### config.mk
export PLATFORM = sky130hd
export DESIGN_NAME = stream_wide_serializer_flat
export DESIGN_NICKNAME = d
export VERILOG_FILES = /design/src/rtl/stream_ser_pkg.sv /design/src/rtl/stream_wide_serializer_if.sv /design/src/rtl/stream_skid_buffer.sv /design/src/rtl/stream_wide_serializer.sv /design/src/flat_wrapper.sv
export SDC_FILE = /design/constraint.sdc
export NUM_CORES = 1
export LEC_CHECK = 0
export CAP_MARGIN = 20
export CORE_UTILIZATION = 50
export DETAILED_ROUTE_END_ITERATION = 8
export DONT_BUFFER_PORTS = 1
export PLACE_DENSITY = 0.68
export SETUP_SLACK_MARGIN = 0.05
export SLEW_MARGIN = 20
export SYNTH_ARGS = -nofsm -noshare
export SYNTH_HDL_FRONTEND = slang
export SYNTH_HIERARCHICAL = 1
export SYNTH_SLANG_ARGS = --single-unit
### constraint.sdc
create_clock -name clk -period 3.6 [get_ports clk]
set_input_delay 0.36 -clock clk [delete_from_list [all_inputs] [get_ports clk]]
set_output_delay 0.36 -clock clk [all_outputs]
set_load 0.005 [all_outputs]
### src/rtl/stream_ser_pkg.sv
// Shared types and helpers for the wide-word to byte-stream serializer.
//   BYTE_W / WORD_W     : default byte and word widths
//   CNT_W               : width of the per-word valid byte count
//   ser_state_t         : serializer FSM states
//   norm_bytes()        : maps an out-of-range byte count (0 or > bytes/word) to a full word
package stream_ser_pkg;

    localparam int unsigned BYTE_W         = 8;
    localparam int unsigned WORD_W         = 64;
    localparam int unsigned BYTES_PER_WORD = WORD_W / BYTE_W;
    localparam int unsigned CNT_W          = 4;

    typedef enum logic [0:0] {
        IDLE,
        SEND
    } ser_state_t;

    function automatic logic [CNT_W-1:0] norm_bytes(input logic [CNT_W-1:0] b);
        if (b == '0 || 32'(b) > BYTES_PER_WORD) begin
            return CNT_W'(BYTES_PER_WORD);
        end
        return b;
    endfunction

endpackage

### src/rtl/stream_wide_serializer_if.sv
// Byte-stream ready/valid bus between the serializer and the byte-stream consumer.
//   valid : byte valid (master -> slave)
//   ready : consumer ready (slave -> master)
//   data  : byte payload
//   last  : final byte of a word
// Modports: master (serializer side), slave (consumer side).
interface stream_wide_serializer_if #(
    parameter int unsigned BYTE_W = 8
) ();

    logic              valid;
    logic              ready;
    logic [BYTE_W-1:0] data;
    logic              last;

    modport master (
        output valid,
        output data,
        output last,
        input  ready
    );

    modport slave (
        input  valid,
        input  data,
        input  last,
        output ready
    );

endinterface

### src/rtl/stream_skid_buffer.sv
// Two-entry FIFO used as a skid buffer in front of the serializer core.
// in_ready is a register, so upstream never sees a combinational path from out_ready.
//   clk, reset_n            : clock, synchronous active-low reset
//   in_valid/in_ready/in_data    : write side
//   out_valid/out_ready/out_data : read side (out_data is the head entry)
module stream_skid_buffer #(
    parameter int unsigned DATA_W = stream_ser_pkg::WORD_W + 4
) (
    input  logic              clk,
    input  logic              reset_n,
    input  logic              in_valid,
    output logic              in_ready,
    input  logic [DATA_W-1:0] in_data,
    output logic              out_valid,
    input  logic              out_ready,
    output logic [DATA_W-1:0] out_data
);

    logic [DATA_W-1:0] mem_q [2];
    logic              wr_ptr_q;
    logic              rd_ptr_q;
    logic [1:0]        count_q;
    logic [1:0]        count_d;
    logic              in_ready_q;
    logic              push;
    logic              pop;

    assign push      = in_valid && in_ready_q;
    assign pop       = out_valid && out_ready;
    assign in_ready  = in_ready_q;
    assign out_valid = (count_q != 2'd0);
    assign out_data  = mem_q[rd_ptr_q];

    always_comb begin
        count_d = count_q;
        case ({push, pop})
            2'b10:   count_d = count_q + 2'd1;
            2'b01:   count_d = count_q - 2'd1;
            default: count_d = count_q;
        endcase
    end

    always_ff @(posedge clk) begin
        if (!reset_n) begin
            wr_ptr_q   <= 1'b0;
            rd_ptr_q   <= 1'b0;
            count_q    <= 2'd0;
            in_ready_q <= 1'b0;
        end else begin
            if (push) begin
                wr_ptr_q <= ~wr_ptr_q;
            end
            if (pop) begin
                rd_ptr_q <= ~rd_ptr_q;
            end
            count_q    <= count_d;
            // Ready for the next cycle reflects the occupancy after this edge.
            in_ready_q <= (count_d != 2'd2);
        end
    end

    // Storage needs no reset; entries are only read while counted as valid.
    always_ff @(posedge clk) begin
        if (push) begin
            mem_q[wr_ptr_q] <= in_data;
        end
    end

endmodule

### src/rtl/stream_wide_serializer.sv
// Serializes WORD_W-bit words carrying 1..8 valid bytes into a byte stream, one byte per
// handshake, flagging the final byte of each word with last.
//   clk, reset_n : clock, synchronous active-low reset
//   word_valid/word_ready/word_data/word_bytes : upstream word side (word_ready registered)
//   stream_in    : byte-stream master (valid/ready/data/last)
//   busy         : a word is buffered or being sent
// Build option: define STREAM_SER_MSB_FIRST_EN to emit the most significant valid byte first.
module stream_wide_serializer #(
    parameter int unsigned WORD_W = stream_ser_pkg::WORD_W,
    parameter int unsigned BYTE_W = stream_ser_pkg::BYTE_W
) (
    input  logic                        clk,
    input  logic                        reset_n,
    input  logic                        word_valid,
    output logic                        word_ready,
    input  logic [WORD_W-1:0]           word_data,
    input  logic [3:0]                  word_bytes,
    stream_wide_serializer_if.master    stream_in,
    output logic                        busy
);

    import stream_ser_pkg::*;

    localparam int unsigned NUM_BYTES = WORD_W / BYTE_W;
    localparam int unsigned IDX_W     = (NUM_BYTES > 1) ? $clog2(NUM_BYTES) : 1;
    localparam int unsigned BUF_W     = WORD_W + CNT_W;

    logic              buf_out_valid;
    logic              buf_pop;
    logic [BUF_W-1:0]  buf_in_data;
    logic [BUF_W-1:0]  buf_out_data;
    logic [WORD_W-1:0] head_data;
    logic [CNT_W-1:0]  head_cnt;

    ser_state_t        state_q, state_d;
    logic [WORD_W-1:0] shift_q, shift_d;
    logic [IDX_W-1:0]  idx_q, idx_d;
    logic [CNT_W-1:0]  cnt_q, cnt_d;

    logic              out_valid;
    logic              is_last;
    logic [IDX_W-1:0]  sel;
    logic [BYTE_W-1:0] sel_byte;

    // The count is normalised on entry so the core never sees 0 or an oversize count.
    assign buf_in_data = {word_data, norm_bytes(word_bytes)};
    assign head_data   = buf_out_data[BUF_W-1 -: WORD_W];
    assign head_cnt    = buf_out_data[CNT_W-1:0];

    stream_skid_buffer #(
        .DATA_W (BUF_W)
    ) u_skid (
        .clk       (clk),
        .reset_n   (reset_n),
        .in_valid  (word_valid),
        .in_ready  (word_ready),
        .in_data   (buf_in_data),
        .out_valid (buf_out_valid),
        .out_ready (buf_pop),
        .out_data  (buf_out_data)
    );

    assign is_last = (CNT_W'(idx_q) == cnt_q - CNT_W'(1));

    always_comb begin
        state_d   = state_q;
        shift_d   = shift_q;
        idx_d     = idx_q;
        cnt_d     = cnt_q;
        buf_pop   = 1'b0;
        out_valid = 1'b0;
        case (state_q)
            IDLE: begin
                if (buf_out_valid) begin
                    buf_pop = 1'b1;
                    shift_d = head_data;
                    idx_d   = '0;
                    cnt_d   = head_cnt;
                    state_d = SEND;
                end
            end
            SEND: begin
                out_valid = 1'b1;
                if (stream_in.ready) begin
                    if (!is_last) begin
                        idx_d = idx_q + IDX_W'(1);
                    end else if (buf_out_valid) begin
                        // Reload on the last byte so consecutive words have no bubble.
                        buf_pop = 1'b1;
                        shift_d = head_data;
                        idx_d   = '0;
                        cnt_d   = head_cnt;
                    end else begin
                        state_d = IDLE;
                    end
                end
            end
            default: state_d = IDLE;
        endcase
    end

    always_ff @(posedge clk) begin
        if (!reset_n) begin
            state_q <= IDLE;
            shift_q <= '0;
            idx_q   <= '0;
            cnt_q   <= '0;
        end else begin
            state_q <= state_d;
            shift_q <= shift_d;
            idx_q   <= idx_d;
            cnt_q   <= cnt_d;
        end
    end

    always_comb begin
`ifdef STREAM_SER_MSB_FIRST_EN
        // Valid bytes are the low cnt bytes; walk them from the top down.
        sel = IDX_W'(cnt_q - CNT_W'(1) - CNT_W'(idx_q));
`else
        sel = idx_q;
`endif
        sel_byte = '0;
        for (int unsigned i = 0; i < NUM_BYTES; i++) begin
            if (32'(sel) == i) begin
                sel_byte = shift_q[i*BYTE_W +: BYTE_W];
            end
        end
    end

    assign stream_in.valid = out_valid;
    assign stream_in.data  = out_valid ? sel_byte : '0;
    assign stream_in.last  = out_valid && is_last;
    assign busy            = (state_q != IDLE) || buf_out_valid;

endmodule

### src/flat_wrapper.sv
// flat-port wrapper written by rule: the top's interface ports become plain ports
module stream_wide_serializer_flat import stream_ser_pkg::*;
#(
    parameter int unsigned WORD_W = stream_ser_pkg::WORD_W,
    parameter int unsigned BYTE_W = stream_ser_pkg::BYTE_W
)
  (clk, reset_n, word_valid, word_ready, word_data, word_bytes, busy, stream_in_valid, stream_in_data, stream_in_last, stream_in_ready);
  stream_wide_serializer_if #(.BYTE_W(BYTE_W)) stream_in_i ();
  input  logic clk;
  input  logic reset_n;
  input  logic word_valid;
  output logic word_ready;
  input  logic [WORD_W-1:0] word_data;
  input  logic [3:0] word_bytes;
  output logic busy;
  output wire logic [$bits(stream_in_i.valid)-1:0] stream_in_valid;
  output wire logic [$bits(stream_in_i.data)-1:0] stream_in_data;
  output wire logic [$bits(stream_in_i.last)-1:0] stream_in_last;
  input wire logic [$bits(stream_in_i.ready)-1:0] stream_in_ready;
  assign stream_in_valid = stream_in_i.valid;
  assign stream_in_data = stream_in_i.data;
  assign stream_in_last = stream_in_i.last;
  assign stream_in_i.ready = stream_in_ready;
  stream_wide_serializer #(.WORD_W(WORD_W), .BYTE_W(BYTE_W)) u_core (.clk(clk), .reset_n(reset_n), .word_valid(word_valid), .word_ready(word_ready), .word_data(word_data), .word_bytes(word_bytes), .stream_in(stream_in_i), .busy(busy));
endmodule
==> insert_results.sql <==
INSERT INTO impl_metrics (metric_group, metric, value, unit) VALUES
('worst_setup_path', 'worstPathRequired', '3.24', 'ns'),
('layout', 'final_core_utilization', '60.2', '%'),
('detailed_routing', 'dr_total_vias', '5481', ''),
('clock_tree', 'ctsResizeCount', '0', ''),
('clock_tree', 'clock_sinks', '214', ''),
('clock_tree', 'tritoncts', 'yes', ''),
('floorplanning', 'x_dimension_of_the_die', '136', 'um'),
('timing', 'tightestPinTransition', '1.01', 'ns'),
('layout', 'layout-drive-gt1-share', '5.97', '%'),
('worst_setup_path', 'path_max_fanout', '40', ''),
('placement', 'dpl.hpwl', '11.2', 'mm'),
('floorplanning', 'core-area', '17500', 'um^2'),
('detailed_routing', 'antenna_left', '0', ''),
('global_route', 'aggregate_global_routing_overflow', '0', ''),
('detailed_routing', 'detail_route.iter0.violations', '346', ''),
('clock_tree', 'worst_setup_hold_path_clk_slew', '0.06', 'ns'),
('detailed_routing', 'detail_route.wl_per_cell', '17.7', 'um'),
('synthesis', 'synth.avg_cell_area', '12.5', 'um^2'),
('worst_setup_path', 'critical-path-max-stage-delay', '0.83', 'ns'),
('synthesis', 'postSynthCellCount', '720', ''),
('timing', 'max-slew-margin-rel', '32.9', '%'),
('layout', 'final_common_cell', 'sky130_fd_sc_hd__nand2_1', ''),
('worst_setup_path', 'worst-endpoint-arrival', '2.85', 'ns'),
('worst_setup_path', 'worst_setup_path_start_kind', 'flip-flop', ''),
('pwr', 'power.leakage', '3.59', 'nW'),
('clock_tree', 'tritoncts.num_buffers', '23', ''),
('global_route', 'pin_count_of_the_biggest_net_entering_global_routing', '146', ''),
('synthesis', 'async_s_r_ff_share_synth', '0', '%'),
('floorplanning', 'rows', '48', ''),
('pwr', 'power_frac_seq', '49.5', '%'),
('synthesis', 'synth_sequential_area_ratio', '62.6', '%'),
('floorplanning', 'floorplan.initialDensity', '51.6', '%'),
('floorplanning', 'dieArea', '18600', 'um^2'),
('pwr', 'logic_pwr_share', '14.5', '%'),
('flow_run', 'max_cap_violations', '0', ''),
('worst_setup_path', 'critPathCaptureType', 'output pin', ''),
('floorplanning', 'io_pins', '84', ''),
('timing', 'rsz_0062_raised_after_global_routing', 'false', ''),
('pwr', 'fin_total_pwr', '6.08', 'mW'),
('timing', 'slew_violations', '0', ''),
('layout', 'design.final.nets', '851', ''),
('synthesis', 'ys_dominant_reg_cell', 'sky130_fd_sc_hd__edfxtp_1', ''),
('worst_setup_path', 'critical-path-slowest-cell', 'sky130_fd_sc_hd__ha_1', ''),
('synthesis', 'netlist.area_leader.share', '45.3', '%'),
('layout', 'finalNonFillerCells', '1012', ''),
('synthesis', 'synth_fp_nets', '800', ''),
('timing', 'finalSetupViolCount', '0', ''),
('detailed_routing', 'routed_wl', '18.0', 'mm'),
('worst_setup_path', 'crit_type', 'flip-flop to output pin', ''),
('timing', 'hold_violations', '0', ''),
('global_route', 'grt_pass1_wl', '28.5', 'mm'),
('pwr', 'vdd.ir_drop.worst', '0.337', 'mV'),
('clock_tree', 'later_pin_clock_latency_in_the_skew_report', '0.50', 'ns'),
('timing', 'period_minus_slack', '3.21', 'ns'),
('floorplanning', 'floorplan.die.height', '136', 'um'),
('clock_tree', 'clock_path_buffers', '3', ''),
('detailed_routing', 'drt-vias-per-instance', '5.42', ''),
('synthesis', 'synth_cell_types', '40', ''),
('placement', 'place.port_buffers', '0', ''),
('synthesis', 'postSynthRegisterBits', '214', ''),
('timing', 'final.period_utilization', '89.2', '%'),
('pwr', 'power_density', '578', 'nW/um^2'),
('pwr', 'p_sw_share', '24.6', '%'),
('pwr', 'p_clk_share', '36.0', '%'),
('synthesis', 'synth_area_leader_cell', 'sky130_fd_sc_hd__edfxtp_1', ''),
('run_status', 'status', 'completed', ''),
('detailed_routing', 'total_drc_errors_in_the_routed_layout', '0', ''),
('placement', 'post-place-cells', '905', ''),
('timing', 'fmax', '311', 'MHz'),
('layout', 'antenna_cells_inserted', '0', ''),
('pwr', 'power.internal', '4.59', 'mW');
[cell usage after synthesis, drive strengths merged (8+ instances only)]
cell type / n
nand2: 165
edfxtp: 136
dfxtp: 78
mux2: 68
mux2i: 68
clkbuf: 30
o21ai: 26
nand2b: 17
buf: 15
nor2b: 14
and2: 11
a21oi: 10
o211ai: 9
a31oi: 8
ha: 8
inv: 8
nand3b: 8
o311ai: 8
[metrics by stage]
stage	instance area [um^2]	hold slack [ns]	setup WS, ns
after floorplan	9020	0.430	0.947
after global placement	9150	0.443	0.778
after detailed placement	9150	0.447	0.697
after CTS	10500	0.00659	0.399
after global routing	10500	0.00824	0.148
final	10500	0.0380	0.390
[per-layer routing]
metal / wire length, um / vias to the layer above / GRT usage, %
met4: 465 / 0 / 6.85
met2: 8950 / 138 / 34.5
met5: 0 / - / 0
met1: 7700 / 2655 / 25.1
met3: 844 / 37 / 3.13
li1: - / 2651 / -
[cell type report]
cell class                 instances  area [um^2]
sequential                       214         5650
clock buffer                      33          647
inverter                           8         30.0
fill                            1385         6960
tap                              225          282
timing repair buffer              71          723
multi-input combinational        453         3130
clock inverter                     8         62.6
[repair_timing]
action | CTS | global route
hold buffers | 66 | 0
buffers inserted | 0 | 0
hold endpoints to repair | 131 | 0
[flip-flops by register name, indices dropped and copies added (netlist names), named ones only]
| name | count |
|---|---|
| u_core/u_skid/in_ready | 1 |
| u_core/state_q | 1 |
| u_core/u_skid/wr_ptr_q | 1 |
| u_core/u_skid/rd_ptr_q | 1 |
| u_core/shift_q | 64 |
| u_core/idx_q | 3 |
| u_core/u_skid/count_q | 2 |
| u_core/u_skid/mem_q | 136 |
| u_core/cnt_q | 4 |
[worst register-to-register path: stages (launching register included)]
cell,delay [ns]
sky130_fd_sc_hd__dfxtp_1,0.75
sky130_fd_sc_hd__xor3_1,0.54
sky130_fd_sc_hd__o22a_1,0.27
sky130_fd_sc_hd__o31ai_4,0.30
sky130_fd_sc_hd__o21a_2,0.21
sky130_fd_sc_hd__ha_1,0.29
sky130_fd_sc_hd__or3_1,0.39
sky130_fd_sc_hd__a21boi_1,0.14
[power groups by stage]
stage	sequential [mW]	clock [mW]	combinational, mW
floorplan	2.98	0	0.731
global placement	3.05	0	0.786
detailed placement	3.06	0	0.809
CTS	3.01	2.22	0.887
global route	3.04	2.32	0.962
finish	3.01	2.19	0.882
[kinds of logic after synthesis]
family / Yosys count / synth area share (%)
AO/OA/AOI/OAI: 70 / 4.97
XOR/XNOR: 8 / 0.943
buffers and inverters: 53 / 2.93
multiplexers: 136 / 16.0
flip-flops: 214 / 62.6
adder cells (fa/ha/maj): 8 / 1.11
AND/OR/NAND/NOR: 231 / 11.4
[worst paths after layout]
check                                        start                       end  slack, ns  cells past startpoint
worst max-delay path               u_core/idx_q[1]         stream_in_data[1]       0.39                      6
worst min-delay path                       reset_n           u_core/cnt_q[3]       0.04                      2
worst max register to register     u_core/idx_q[2]  u_core/u_skid/count_q[1]       0.64                      7
worst min register to register  u_core/shift_q[48]        u_core/shift_q[48]       0.46                      2
(Power assumes the default switching activity.)
